[config.mk]
export PLATFORM = sky130hd
export DESIGN_NAME = boot_loader
export DESIGN_NICKNAME = d
export VERILOG_FILES = /design/src/rtl/boot_loader.sv
export SDC_FILE = /design/constraint.sdc
export NUM_CORES = 1
export LEC_CHECK = 0
export BUFFER_PORTS_ARGS = -buffer_cell sky130_fd_sc_hd__buf_4
export CAP_MARGIN = 20
export CELL_PAD_IN_SITES_DETAIL_PLACEMENT = 0
export CELL_PAD_IN_SITES_GLOBAL_PLACEMENT = 1
export CORE_UTILIZATION = 37
export DETAILED_ROUTE_END_ITERATION = 12
export GPL_TIMING_DRIVEN = 0
export PLACE_DENSITY = 0.89
export SLEW_MARGIN = 20
export SYNTH_ARGS = -nofsm -noshare
export SYNTH_HDL_FRONTEND = slang
export SYNTH_SLANG_ARGS = --single-unit
[constraint.sdc]
create_clock -name CLK -period 2.3 [get_ports CLK]
set_clock_uncertainty 0.15 [all_clocks]
set_input_delay 0.115 -clock CLK [delete_from_list [all_inputs] [get_ports CLK]]
set_output_delay 0.115 -clock CLK [all_outputs]
set_load 0.005 [all_outputs]
[src/rtl/boot_loader.sv]
// Streams a program image into ram256x8 over the MOV/RW/MOC handshake and holds
// the CPU in reset (cpu_clr low) until the whole image has been written.
module boot_loader #(
  parameter int DEPTH       = 256,
  parameter int ADDR_W      = 8,
  parameter int START_ADDR  = 0,
  parameter int MOC_TIMEOUT = 15
) (
  input  logic              CLK,
  input  logic              CLR,
  input  logic              start,
  input  logic [7:0]        data_in,
  input  logic              data_valid,
  input  logic              data_last,
  output logic              data_ready,
  output logic [ADDR_W-1:0] mem_addr,
  output logic [31:0]       mem_wdata,
  output logic              MOV,
  output logic              RW,
  output logic [1:0]        typeData,
  input  logic              MOC,
  output logic              cpu_clr,
  output logic              busy,
  output logic              done,
  output logic              error,
  output logic [ADDR_W:0]   byte_count,
  output logic [2:0]        dbg_state
);

  // Stream side: data_valid/data_in/data_last are consumed on the rising edge
  // where data_valid = 1 and data_ready = 1; data_ready is a registered decode
  // of WAIT_BYTE, so it never depends combinationally on data_valid.
  typedef enum logic [2:0] {
    S_IDLE      = 3'd0,
    S_WAIT_BYTE = 3'd1,
    S_WRITE     = 3'd2,
    S_WAIT_MOC  = 3'd3,
    S_DONE      = 3'd4,
    S_ERROR     = 3'd5
  } state_t;

  localparam int TO_W = (MOC_TIMEOUT > 1) ? $clog2(MOC_TIMEOUT) : 1;
  localparam logic [ADDR_W-1:0] ADDR_START = ADDR_W'(START_ADDR);
  localparam logic [ADDR_W-1:0] ADDR_LAST  = ADDR_W'(DEPTH - 1);
  localparam logic [ADDR_W:0]   CNT_FULL   = (ADDR_W+1)'(DEPTH);
  localparam logic [TO_W-1:0]   TO_LAST    = TO_W'(MOC_TIMEOUT - 1);

  state_t              r_state;
  logic [ADDR_W-1:0]   r_addr;
  logic [31:0]         r_wdata;
  logic                r_mov;
  logic                r_rw;
  logic                r_ready;
  logic                r_cpu_clr;
  logic                r_busy;
  logic                r_done;
  logic                r_error;
  logic                r_last;
  logic [ADDR_W:0]     r_byte_count;
  logic [TO_W-1:0]     r_to_cnt;

  logic [ADDR_W:0]     w_count_inc;
  logic [ADDR_W-1:0]   w_addr_inc;

  assign w_count_inc = r_byte_count + (ADDR_W+1)'(1);
  assign w_addr_inc  = (r_addr == ADDR_LAST) ? '0 : r_addr + ADDR_W'(1);

  always_ff @(posedge CLK or negedge CLR) begin
    if (!CLR) begin
      r_state      <= S_IDLE;
      r_addr       <= ADDR_START;
      r_wdata      <= '0;
      r_mov        <= 1'b0;
      r_rw         <= 1'b1;
      r_ready      <= 1'b0;
      r_cpu_clr    <= 1'b0;
      r_busy       <= 1'b0;
      r_done       <= 1'b0;
      r_error      <= 1'b0;
      r_last       <= 1'b0;
      r_byte_count <= '0;
      r_to_cnt     <= '0;
    end else begin
      case (r_state)
        S_IDLE, S_DONE, S_ERROR: begin
          if (start) begin
            r_state      <= S_WAIT_BYTE;
            r_addr       <= ADDR_START;
            r_byte_count <= '0;
            r_done       <= 1'b0;
            r_error      <= 1'b0;
            r_busy       <= 1'b1;
            r_cpu_clr    <= 1'b0;
            r_ready      <= 1'b1;
          end
        end
        S_WAIT_BYTE: begin
          if (data_valid) begin
            r_wdata <= {data_in, 24'h000000};
            r_last  <= data_last;
            r_ready <= 1'b0;
            r_state <= S_WRITE;
          end
        end
        S_WRITE: begin
          r_mov    <= 1'b1;
          r_rw     <= 1'b0;
          r_to_cnt <= '0;
          r_state  <= S_WAIT_MOC;
        end
        S_WAIT_MOC: begin
          if (MOC) begin
            r_mov        <= 1'b0;
            r_rw         <= 1'b1;
            r_byte_count <= w_count_inc;
            r_addr       <= w_addr_inc;
            if (r_last) begin
              r_state   <= S_DONE;
              r_done    <= 1'b1;
              r_busy    <= 1'b0;
              r_cpu_clr <= 1'b1;
            end else if (w_count_inc == CNT_FULL) begin
              // Image would wrap onto START_ADDR: stop rather than overwrite.
              r_state <= S_ERROR;
              r_error <= 1'b1;
              r_busy  <= 1'b0;
            end else begin
              r_state <= S_WAIT_BYTE;
              r_ready <= 1'b1;
            end
          end else if (r_to_cnt == TO_LAST) begin
            r_mov   <= 1'b0;
            r_rw    <= 1'b1;
            r_state <= S_ERROR;
            r_error <= 1'b1;
            r_busy  <= 1'b0;
          end else begin
            r_to_cnt <= r_to_cnt + TO_W'(1);
          end
        end
        default: r_state <= S_IDLE;
      endcase
    end
  end

  assign data_ready = r_ready;
  assign mem_addr   = r_addr;
  assign mem_wdata  = r_wdata;
  assign MOV        = r_mov;
  assign RW         = r_rw;
  assign typeData   = 2'b00;
  assign cpu_clr    = r_cpu_clr;
  assign busy       = r_busy;
  assign done       = r_done;
  assign error      = r_error;
  assign byte_count = r_byte_count;
  assign dbg_state  = r_state;

endmodule
# [After elaboration in Yosys (flattened, before gate mapping)]
# Cells that the tools add are included.
[totals] regBits=39 mem_bits_rw=0 out_inout_bits=61 mem_count=0 rom_bits=0 input_bits=14 latchBits=0 elab_cells=90
[op_classes] bitwise_logic=0 n_addsub=3 n_mul=0 n_eq_ne=20 shifts=0 mux=41 n_reduce_logical=14 n_lt_le_gt_ge=0 n_div=0
[ops] cell="$mux 8" count=3
[ops] cell="$mux 1" count=18
[ops] cell="$mux 3" count=6
[ops] cell="$mux 9" count=2
[ops] cell="$pmux 9 s2" count=1
[ops] cell="$ne 2x2->1 const B" count=8
[ops] cell="$pmux 8 s2" count=1
[ops] cell="$pmux 3 s4" count=1
[ops] cell="$pmux 1 s2" count=5
[ops] cell="$add 9x1->9 const B" count=1
[ops] cell="$eq 9x9->1 const B" count=1
[ops] cell="$ne 3x3->1 const B" count=3
[ops] cell="$reduce_and 3->1" count=3
[ops] cell="$add 8x1->8 const B" count=1
[ops] cell="$eq 8x8->1 const B" count=1
[ops] cell="$mux 4" count=2
[ops] cell="$pmux 4 s2" count=1
[ops] cell="$reduce_and 4->1" count=2
[ops] cell="$eq 3x2->1 const B" count=2
[ops] cell="$eq 3x3->1 const B" count=2
[ops] cell="$reduce_and 6->1" count=1
[ops] cell="$reduce_and 5->1" count=1
[ops] cell="$add 4x1->4 const B" count=1
[ops] cell="$eq 4x4->1 const B" count=1
[ops] cell="other kinds (8)" count=10

# [Depth between registers and ports, before layout]
[logic_depth] ltp_word=6 mapped_depth=7 mapped_depth_nobuf=7

# [Worst setup path before layout]
# No wires, ideal clock.
[synth_path] kind="register to register" start="register r_byte_count[0], in the netlist byte_count[0]" end="register r_busy, in the netlist busy" setup_slack_ns=0.221 arrival_time_ns=1.803 path_stages_with_launch=7 t_required_ns=2.024 period_less_slack_ns=2.079 cell_sequence="dfrtp_1 > ha_1 > nor4b_1 > a31oi_1 > o32ai_2 > a311oi_1 > o32a_1"
[synth_between] elab_chain_len=4
[synth_rtl] item="start, declared" line="59" source="logic [ADDR_W:0] r_byte_count;"
[synth_rtl] item="start signal, assigned" line="115" source="r_byte_count <= w_count_inc;"
[synth_rtl] item="$add 9x1->9" line="65" source="assign w_count_inc = r_byte_count + (ADDR_W+1)'(1);"
[synth_rtl] item="$eq 9x9->1" line="122" source="end else if (w_count_inc == CNT_FULL) begin"
[synth_rtl] item="$ne 4x4->1 (no line)"
[synth_rtl] item="$reduce_and 4->1 (no line)"
[synth_rtl] item="end signal, assigned" line="77" source="r_busy <= 1'b0;"
[synth_rtl] item="end signal, assigned" line="120" source="r_busy <= 1'b0;"
[synth_rtl] item="end signal, assigned" line="126" source="r_busy <= 1'b0;"
[synth_rtl] item="end, declared" line="55" source="logic r_busy;"
# Every way passes these cells.
# A chain may end at the register's enable or synchronous reset.

# [Final worst setup path]
# Ends and elaborated chain as after synthesis.

==> impl_metrics.prom <==
# TYPE chip_impl_metric gauge
chip_impl_metric{name="antenna-diode-count",unit=""} 0
chip_impl_info{name="hold_path_class",value="in2reg"} 1
chip_impl_metric{name="dpl-instance-area",unit="sq mm"} 0.002691
chip_impl_metric{name="power.density_cell_area",unit="mW/mm^2"} 1005
chip_impl_metric{name="max_clock_freq",unit="GHz"} 0.4606
chip_impl_metric{name="power",unit="mW"} 2.970
chip_impl_info{name="crit_path_top_delay_cell",value="sky130_fd_sc_hd__dfrtp_2"} 1
chip_impl_metric{name="yosysUniqueCellTypes",unit=""} 41
chip_impl_metric{name="required_worst_endpoint",unit="ns"} 2.34
chip_impl_metric{name="crit_arrival",unit="ns"} 2.21
chip_impl_metric{name="floorplan.die.width",unit="microns"} 78.18
chip_impl_info{name="startpoint_type_of_the_worst_setup_path",value="register"} 1
chip_impl_info{name="synthDominantAreaCellType",value="sky130_fd_sc_hd__dfrtp_1"} 1
chip_impl_metric{name="utilization",unit=""} 0.5334
chip_impl_metric{name="num_rows",unit=""} 27
chip_impl_metric{name="synthesized_flop_and_latch_total",unit=""} 39
chip_impl_metric{name="fp.coreArea",unit="sq mm"} 0.005540
chip_impl_metric{name="cts_max_level",unit=""} 2
chip_impl_metric{name="ios",unit=""} 75
chip_impl_metric{name="hpwl",unit="microns"} 3397
chip_impl_metric{name="final_max_slew_viols",unit=""} 0
chip_impl_info{name="cp_cell_sequence",value="ha_2 -> nor4b_1 -> a31oi_1 -> o32ai_2 -> a311oi_1 -> o32a_1"} 1
chip_impl_metric{name="register_area",unit="sq um"} 979.7
chip_impl_metric{name="grt_pass1_wl",unit="microns"} 8300
chip_impl_metric{name="layout_cells_sized_above_1",unit=""} 0.3135
chip_impl_metric{name="drtAntennaViolNets",unit=""} 0
chip_impl_metric{name="worstPathMaxFanout",unit=""} 9
chip_impl_metric{name="drt_first_iter_violations",unit=""} 106
chip_impl_metric{name="antenna_found_initial",unit=""} 0
chip_impl_metric{name="grt_pass1_vias",unit=""} 1758
chip_impl_metric{name="synth-edff-count",unit=""} 0
chip_impl_metric{name="finish.net_count",unit=""} 337
chip_impl_metric{name="syn-cell-area",unit="sq mm"} 0.002147
chip_impl_metric{name="globalRouteTotalUtil",unit=""} 0.1729
chip_impl_info{name="run_status",value="complete, no violations"} 1
chip_impl_metric{name="finalWorstPathRequiredPeriod",unit="ns"} 2.171
chip_impl_metric{name="synth-seq-area-share",unit=""} 0.4551
chip_impl_metric{name="detailroute.via_count",unit=""} 1913
chip_impl_metric{name="initial_core_utilization",unit=""} 0.3875
chip_impl_metric{name="grt-ovfl-total",unit=""} 0
chip_impl_metric{name="numCtsBuffers",unit=""} 5
chip_impl_metric{name="peakVddDrop",unit="mV"} 0.4873
chip_impl_metric{name="syn_inst",unit=""} 226
chip_impl_info{name="synth.area.top_cells",value="sky130_fd_sc_hd__dfrtp_1 (44%), sky130_fd_sc_hd__buf_4 (9.4%), sky130_fd_sc_hd__o21ai_0 (3.7%)"} 1
chip_impl_info{name="post_synth_most_frequent_cells",value="sky130_fd_sc_hd__dfrtp_1 (38), sky130_fd_sc_hd__buf_4 (27), sky130_fd_sc_hd__nor2_1 (17), sky130_fd_sc_hd__nand2_1 (16), sky130_fd_sc_hd__o21ai_0 (16)"} 1
chip_impl_metric{name="worst_setup_hold_path_clk_slew",unit="ns"} 0.08
chip_impl_metric{name="post-route-period-util",unit=""} 0.9439
chip_impl_info{name="crit_type",value="reg2reg"} 1
chip_impl_metric{name="die_height",unit="microns"} 78.18
chip_impl_info{name="yosysMostFrequentCell",value="sky130_fd_sc_hd__dfrtp_1"} 1
chip_impl_info{name="synth_flop_cell",value="sky130_fd_sc_hd__dfrtp_1"} 1
chip_impl_metric{name="synth_top_cell_area_share",unit=""} 0.4429
chip_impl_metric{name="io_buffer_count",unit=""} 48
chip_impl_metric{name="multi_input_comb_area",unit="sq um"} 987.2
chip_impl_metric{name="fin_area",unit="sq mm"} 0.002955
chip_impl_metric{name="drv.max_cap_violation_count",unit=""} 0
chip_impl_metric{name="cts_buffer_depth",unit=""} 2
chip_impl_metric{name="tns",unit="ns"} 0
chip_impl_metric{name="gpl.final_weighted_congestion",unit=""} 0.7813
chip_impl_metric{name="slew_margin_rel",unit=""} 0.6011
chip_impl_metric{name="synthToLayoutAreaGrowth",unit="%"} 37.65
chip_impl_metric{name="route.detailed.drc",unit=""} 0
chip_impl_info{name="critical_path.endpoint_type",value="register"} 1
chip_impl_metric{name="area_enclosed_by_the_die_boundary",unit="sq mm"} 0.006111
chip_impl_metric{name="synth.avg_cell_area",unit="sq um"} 9.500
chip_impl_metric{name="drt_pass1_iterations",unit=""} 4
chip_impl_metric{name="detail_route.vias_per_cell",unit=""} 4.893
chip_impl_info{name="tritoncts",value="yes"} 1
chip_impl_metric{name="clock_latency",unit="ns"} 0.30
chip_impl_metric{name="cp_slowest_stage_delay",unit="ns"} 0.47
chip_impl_metric{name="n_fill_cell",unit=""} 537
chip_impl_metric{name="wirelength",unit="microns"} 5008
chip_impl_metric{name="cts.sink_count",unit=""} 39
chip_impl_metric{name="detail_route.wl_per_cell",unit="microns"} 12.81
chip_impl_metric{name="worstMarginPinSlew",unit="ns"} 0.5955
chip_impl_metric{name="final-setup-viol-count",unit=""} 0
chip_impl_metric{name="cts_setup_buffers",unit=""} 0
chip_impl_metric{name="async_flop_share",unit=""} 1.000
chip_impl_info{name="setup_repair_after_global_routing_missed_its_margin",value="no"} 1
chip_impl_metric{name="power.leakage",unit="nW"} 1.460
chip_impl_metric{name="grt_start_max_net_pins",unit=""} 40
chip_impl_info{name="ctsRootBufferMaster",value="sky130_fd_sc_hd__clkbuf_8"} 1
chip_impl_metric{name="yosys_warnings",unit=""} 0
chip_impl_metric{name="finalHoldViolations",unit=""} 0
[logic make-up after synthesis]
group	after synthesis	share of synthesized area
compound gates	66	0.1947
simple gates	61	0.1381
buf+inv	44	0.1311
flops	39	0.4551
mux	8	0.04196
fa+ha+maj	5	0.02914
xor+xnor	2	0.008160
other cells	1	0.001747
[worst max-delay path, delay by kind of cell (launching register included)]
| family | cells | cell delay, ns |
|---|---|---|
| AOI/OAI and AO/OA | 4 | 0.93 |
| DFF | 1 | 0.47 |
| adders and majority gates | 1 | 0.25 |
| and+or+nand+nor | 1 | 0.26 |
[per-layer routing]
| layer | track usage | wire length [microns] |
|---|---|---|
| met4 | 0.05000 | 58 |
| met3 | 0.04302 | 303 |
| met2 | 0.2904 | 2331 |
| met1 | 0.2190 | 2314 |
| met5 | 0 | 0 |
[area by class of cell]
type / count / share of cell area
clock inverter: 3 / 0.02286
timing repair buffer: 60 / 0.1626
inverter: 9 / 0.01143
multi-input combinational: 168 / 0.3340
tap: 72 / 0.03048
buffer: 35 / 0.08383
sequential: 39 / 0.3315
clock buffer: 5 / 0.02329
[per-stage QoR]
stage                     instances  worst slack [ns]  hold WS (ns)
final                           391            0.1290       0.02548
after global routing            391           0.02930       0.07097
after CTS                       391           0.04749       0.01319
after detailed placement        371          0.004890      -0.03319
after global placement          371           0.02974      -0.03544
after floorplan                 251            0.2210       -0.3306
[path summary, 6_finish.rpt]
path,start,end,slack (ns),cells after the start
setup / recovery,byte_count[0]$_DFFE_PN0P_,busy$_DFFE_PN0P_,0.13,6
hold / removal,MOC,dbg_state[0]$_DFFE_PN0P_,0.03,4
setup reg to reg,byte_count[0]$_DFFE_PN0P_,busy$_DFFE_PN0P_,0.13,6
hold reg to reg,mem_wdata[28]$_DFFE_PN0P_,mem_wdata[28]$_DFFE_PN0P_,0.34,1
max in group asynchronous,CLR,RW$_DFFE_PN1P_,1.45,2
min in group asynchronous,CLR,mem_wdata[25]$_DFFE_PN0P_,0.18,2
[layout by cell type (no fill, tap or decap), types with 6 or more instances in the layout]
master                          netlist  layout
sky130_fd_sc_hd__buf_4               27      75
sky130_fd_sc_hd__dfrtp_1             38      36
sky130_fd_sc_hd__conb_1               1      26
sky130_fd_sc_hd__nor2_1              17      16
sky130_fd_sc_hd__nand2_1             16      16
sky130_fd_sc_hd__o21ai_0             16      16
sky130_fd_sc_hd__o21ai_1             12      12
sky130_fd_sc_hd__dlygate4sd3_1        0      12
sky130_fd_sc_hd__a21oi_1              9       9
sky130_fd_sc_hd__inv_1                8       8
sky130_fd_sc_hd__nand3_1              8       8
sky130_fd_sc_hd__a31oi_1              7       7
sky130_fd_sc_hd__buf_2                6       6
sky130_fd_sc_hd__nand4_1              6       6
sky130_fd_sc_hd__and3_1               6       6
sky130_fd_sc_hd__mux2_1               6       6
[where the power goes]
group	switching (mW)	leakage [nW]	internal, mW
logic	0.585	0.900	0.583
registers	0.189	0.495	0.919
clock network	0.261	0.0644	0.433
total	1.04	1.46	1.93
[sequential cells by signal, indices dropped and copies added (netlist names), 3 cells and up]
signal and cells:
mem_wdata 8, mem_addr 8, dbg_state 3, byte_count 9, r_to_cnt 4
[what timing repair did]
| action | CTS | global route |
|---|---|---|
| hold buffers | 12 | 0 |
| endpoints found under the setup margin | 1 | 3 |
| hold endpoints to repair | 51 | 0 |
| gates resized for setup | 1 | 3 |
| pin swaps | 0 | 1 |
(Power assumes the default switching activity.)
